**src/rtl/seq_detect_pkg.sv**
```systemverilog
// seq_detect_pkg: match mode and elaboration-time border / KMP fallback helpers
package seq_detect_pkg;

    typedef enum logic {NON_OVERLAP, OVERLAP} mode_e;

    // Longest proper prefix of the pattern that is also a suffix of it
    function automatic int border(logic [7:0] pat, int w);
        int r;
        logic ok;
        r = 0;
        for (int k = w - 1; k > 0; k--) begin
            ok = 1'b1;
            for (int j = 0; j < k; j++)
                if (pat[w-1-j] != pat[k-1-j]) ok = 1'b0;
            if (ok && r == 0) r = k;
        end
        return r;
    endfunction

    // Next matched-prefix length after bit b arrives with s bits already matched
    function automatic int fallback(logic [7:0] pat, int w, int s, logic b, mode_e mode);
        int r;
        logic ok;
        logic rb;
        if (s == w - 1 && b == pat[0])
            return (mode == OVERLAP) ? border(pat, w) : 0;
        r = 0;
        for (int k = s + 1; k > 0; k--) begin
            ok = 1'b1;
            for (int j = 0; j < k; j++) begin
                rb = (s + 1 - k + j < s) ? pat[w-1-(s+1-k+j)] : b;
                if (rb != pat[w-1-j]) ok = 1'b0;
            end
            if (ok && r == 0) r = k;
        end
        return r;
    endfunction

endpackage

```
**src/rtl/match_counter.sv**
```systemverilog
// match_counter: saturating event counter with synchronous clear
module match_counter #(
    parameter int CNT_W = 8
) (
    input  logic             clk,
    input  logic             rst,
    input  logic             inc,
    input  logic             clr,
    output logic [CNT_W-1:0] cnt,
    output logic             sat
);

    assign sat = &cnt;

    always_ff @(posedge clk)
        cnt <= (rst || clr) ? '0 : (inc && !sat) ? cnt + CNT_W'(1) : cnt;

endmodule

```
**src/rtl/seq_detect_fsm.sv**
```systemverilog
// seq_detect_fsm: serial pattern detector with KMP fallback, match pulse and counter
module seq_detect_fsm
    import seq_detect_pkg::*;
#(
    parameter int               WIDTH   = 4,
    parameter logic [WIDTH-1:0] PATTERN = 4'b1011,
    parameter int               OVERLAP = 1,
    parameter int               CNT_W   = 8
) (
    input  logic                     clk,
    input  logic                     rst,
    input  logic                     en,
    input  logic                     din,
    input  logic                     clr,
    output logic                     dout,
    output logic [$clog2(WIDTH)-1:0] state_o,
    output logic [CNT_W-1:0]         match_cnt,
    output logic                     cnt_sat
);

    localparam int    SW   = $clog2(WIDTH);
    localparam mode_e MODE = (OVERLAP != 0) ? seq_detect_pkg::OVERLAP : NON_OVERLAP;

    logic [SW-1:0] s;
    logic [SW-1:0] nxt;
    logic [SW-1:0] f0 [WIDTH];
    logic [SW-1:0] f1 [WIDTH];
    logic          hit;
    logic          hit_q;

    // Transition table per state and input bit, folded at elaboration
    for (genvar i = 0; i < WIDTH; i++) begin : g_tbl
        assign f0[i] = SW'(fallback(8'(PATTERN), WIDTH, i, 1'b0, MODE));
        assign f1[i] = SW'(fallback(8'(PATTERN), WIDTH, i, 1'b1, MODE));
    end

    assign hit = en && s == SW'(WIDTH - 1) && din == PATTERN[0];

    always_ff @(posedge clk) begin
        if (rst) begin
            s     <= '0;
            hit_q <= 1'b0;
        end else begin
            s     <= nxt;
            hit_q <= hit;
        end
    end

    // Unused state codes fall back to 0
    always_comb begin
        nxt = '0;
        for (int k = 0; k < WIDTH; k++)
            if (s == SW'(k)) nxt = !en ? s : din ? f1[k] : f0[k];
    end

    always_comb begin
        dout    = hit_q;
        state_o = s;
    end

    match_counter #(.CNT_W(CNT_W)) u_cnt (
        .clk(clk),
        .rst(rst),
        .inc(hit),
        .clr(clr),
        .cnt(match_cnt),
        .sat(cnt_sat)
    );

endmodule

```
**config.mk**
```make
export PLATFORM = sky130hd
export DESIGN_NAME = seq_detect_fsm
export DESIGN_NICKNAME = d
export VERILOG_FILES = /design/src/rtl/seq_detect_pkg.sv /design/src/rtl/match_counter.sv /design/src/rtl/seq_detect_fsm.sv
export SDC_FILE = /design/constraint.sdc
export NUM_CORES = 1
export LEC_CHECK = 0
export BUFFER_PORTS_ARGS = -buffer_cell sky130_fd_sc_hd__buf_2
export CAP_MARGIN = 20
export CELL_PAD_IN_SITES_DETAIL_PLACEMENT = 1
export CELL_PAD_IN_SITES_GLOBAL_PLACEMENT = 2
export CORE_MARGIN = 5
export CORE_UTILIZATION = 32
export CTS_BUF_LIST = sky130_fd_sc_hd__clkbuf_4
export DETAILED_ROUTE_END_ITERATION = 12
export GPL_TIMING_DRIVEN = 0
export PLACE_DENSITY_LB_ADDON = 0.15
export SYNTH_ARGS = -nofsm -noshare
export SYNTH_HDL_FRONTEND = slang
export SYNTH_SLANG_ARGS = --single-unit
```
**constraint.sdc**
```tcl
create_clock -name clk -period 2.2 [get_ports clk]
set_input_delay 0.11 -clock clk [delete_from_list [all_inputs] [get_ports clk]]
set_output_delay 0.11 -clock clk [all_outputs]
set_load 0.01 [all_outputs]
```
==> out/metrics.cfg <==
[final_layout]
final_core_util=0.427
diodes=0
seq_area_um2=220
drive_gt1_frac=0.365
area_growth_pct=25.0
multi_input_area_um2=293
final_nets=81
final_cells=90
fill_cells=192

[logic_synthesis]
seq_area_frac_synth=0.423
ys_ff_latch=11
yosysUniqueCellTypes=20
synth_warnings=0
synth_nets=60
syn-instance-count=54
netlist_area_um2=520
postSynthAreaPerCell_um2=9.64

[clock_network]
clk_latency_ps=260
cts-buffers-inserted=3
hold_buffers=0
tritoncts=yes
clk_path_buf_depth=2
clockRootBuffer=clkbuf_4
clkSinkCount=11
post-cts-setup-buffer-count=0
htreeDepth=1
cts.clk_slew.worst_paths_ps=70
cts_resized=0

[placement]
place_congestion=0.638
hpwlAfterDp_um=907
port_buffers=16
place_ws_ps=720
place_inst=86

[power]
p_leak_nw=0.292
ir_drop_mv=0.324
p_per_area_nw_per_um2=567

[global_routing]
use_met1=0.119
grt.busiest_layer=met2
grt_remaining_overflow=0
use_met2=0.151
antenna_found_initial=0
grt_pass1_vias=460
gr-usage-met3=0.0385
grt_pass1_wl_um=1930
grt_max_degree=9
grt_util_all_layers=0.0952

[detailed_routing]
drtPass1Iterations=3
drc_errors=0
wl_per_cell_um=12.8
vias_per_cell=5.06
dr_total_vias=455
ant_nets=0
first_iter_violations=1
wl_um=1160

[worst_setup_path]
cpMaxStageDelayCell=dfxtp_1
reg2reg_depth=5
arrival_ps=1680
critPathCaptureType=register
max_stage_delay_ps=380
required_ps=2390
start_kind=register
cp_max_fo=5
critPathKind=register to register
cp_cell_sequence=ha_1, nand3_4, nand3b_1, or3_1, a21oi_1

[sta]
rsz0062_at_grt=false
max_freq_mhz=672
finalSetupViolations=0
setup_ws_ps=711
slew_headroom=0.741
min_period_ps=1490
finalCritPeriodShare=0.677
finalMaxSlewViolations=0
clock_skew_ps=1.98
worst_pin_slew_ps=389
tns_ps=0
hold_violations=0

[die]
die_width_um=50.3
core_um2=1520
io_pins=17
start_util=0.342
die_h_um=50.3
die_area_um2=2530
rows=14

[flow_run]
drv_cap=0

[hold_path]
hold_depth=2
hold_path_class=primary input to register

[outcome]
status=completed

through the flow:
step / total power, W / hold WS (ps) / instance area [µm²]
2_1_floorplan: 0.000214 / 182 / 520
3_3_place_gp: 0.000223 / 326 / 621
3_5_place_dp: 0.000223 / 323 / 621
4_1_cts: 0.000377 / 37.8 / 651
5_1_grt: 0.000391 / 43.4 / 651
6_report: 0.000369 / 44.9 / 651
cell type report:
type                    count  share of cell area
repair buffers             16               0.123
inverters                   1             0.00577
multi-input cells          41               0.450
flip-flops and latches     11               0.338
well taps                  16              0.0308
clock buffers               4              0.0462
plain buffers               1             0.00577
Yosys cell counts:
| cell | n | share of area |
|---|---|---|
| dfxtp_1 | 11 | 0.42 |
| nand4_4 | 1 | 0.041 |
| or2_2 | 1 | 0.012 |
| a21oi_1 | 4 | 0.038 |
| nor2_1 | 9 | 0.065 |
| mux2i_1 | 2 | 0.038 |
| ha_1 | 1 | 0.024 |
| o21ai_0 | 5 | 0.048 |
| buf_1 | 1 | 0.0072 |
| nand3b_1 | 1 | 0.014 |
| nand4_1 | 2 | 0.024 |
| and3_2 | 2 | 0.029 |
| or3_1 | 3 | 0.036 |
| inv_1 | 1 | 0.0072 |
| o211ai_4 | 1 | 0.041 |
| nand2_1 | 2 | 0.014 |
| o211ai_1 | 1 | 0.014 |
| and4_4 | 1 | 0.022 |
| xor2_1 | 4 | 0.067 |
| nand3_4 | 1 | 0.034 |
routing by layer:
layer | vias up | routed length (µm) | part of all wire
met5 | - | 0 | 0
met3 | 0 | 64 | 0.055
met2 | 10 | 525 | 0.45
li1 | 235 | - | -
met1 | 210 | 565 | 0.49
met4 | 0 | 0 | 0
cells in the final DEF (no fill, tap or decap), types with 2 or more instances in the layout:
cell      Yosys  layout
xor2_1        4       4
or3_1         3       3
nor2_1        9       9
a21oi_1       4       4
o21ai_0       5       5
nand4_1       2       2
mux2i_1       2       2
and3_2        2       2
buf_2         0      16
clkbuf_4      0       4
dfxtp_1      11      11
nand2_1       2       2
final timing paths:
check                            startpoint                   endpoint  slack (ps)
setup / recovery  u_cnt.cnt[0]$_SDFFE_PP0P_  u_cnt.cnt[6]$_SDFFE_PP0P_         710
hold / removal                          rst            dout$_SDFF_PP0_          40
setup reg to reg  u_cnt.cnt[0]$_SDFFE_PP0P_  u_cnt.cnt[6]$_SDFFE_PP0P_         710
hold reg to reg     state_o[1]$_SDFFE_PP0P_            dout$_SDFF_PP0_         490
state kept, by name (all words and copies together) (netlist names):
name	count
u_cnt.cnt	8
state_o	2
dout	1
logic make-up (layout without fill, tap and decap cells):
group                      Yosys count  after routing  synth area share
AOI/OAI and AO/OA                   11             11             0.142
xor gates and xnor gates             4              4            0.0673
adders and majority gates            1              1            0.0240
buffers and inverters                2             22            0.0144
DFF                                 11             11             0.423
muxes                                2              2            0.0385
and+or+nand+nor                     23             23             0.291
power breakdown:
group | internal (W) | total (W) | switching [W] | leakage [nW]
Sequential | 0.000200 | 0.000202 | 0.00000190 | 0.0888
Clock | 0.0000823 | 0.000151 | 0.0000684 | 0.0184
Combinational | 0.00000663 | 0.0000157 | 0.00000910 | 0.185
Total | 0.000289 | 0.000369 | 0.0000794 | 0.292
critical path, delay by kind of cell, from the launching register on:
family | cells | cell delay (ps)
AND/OR/NAND/NOR | 3 | 680
flip-flops | 1 | 380
adder cells (fa/ha/maj) | 1 | 230
AO/OA/AOI/OAI | 1 | 140
Power figures use the tool's default switching activity.
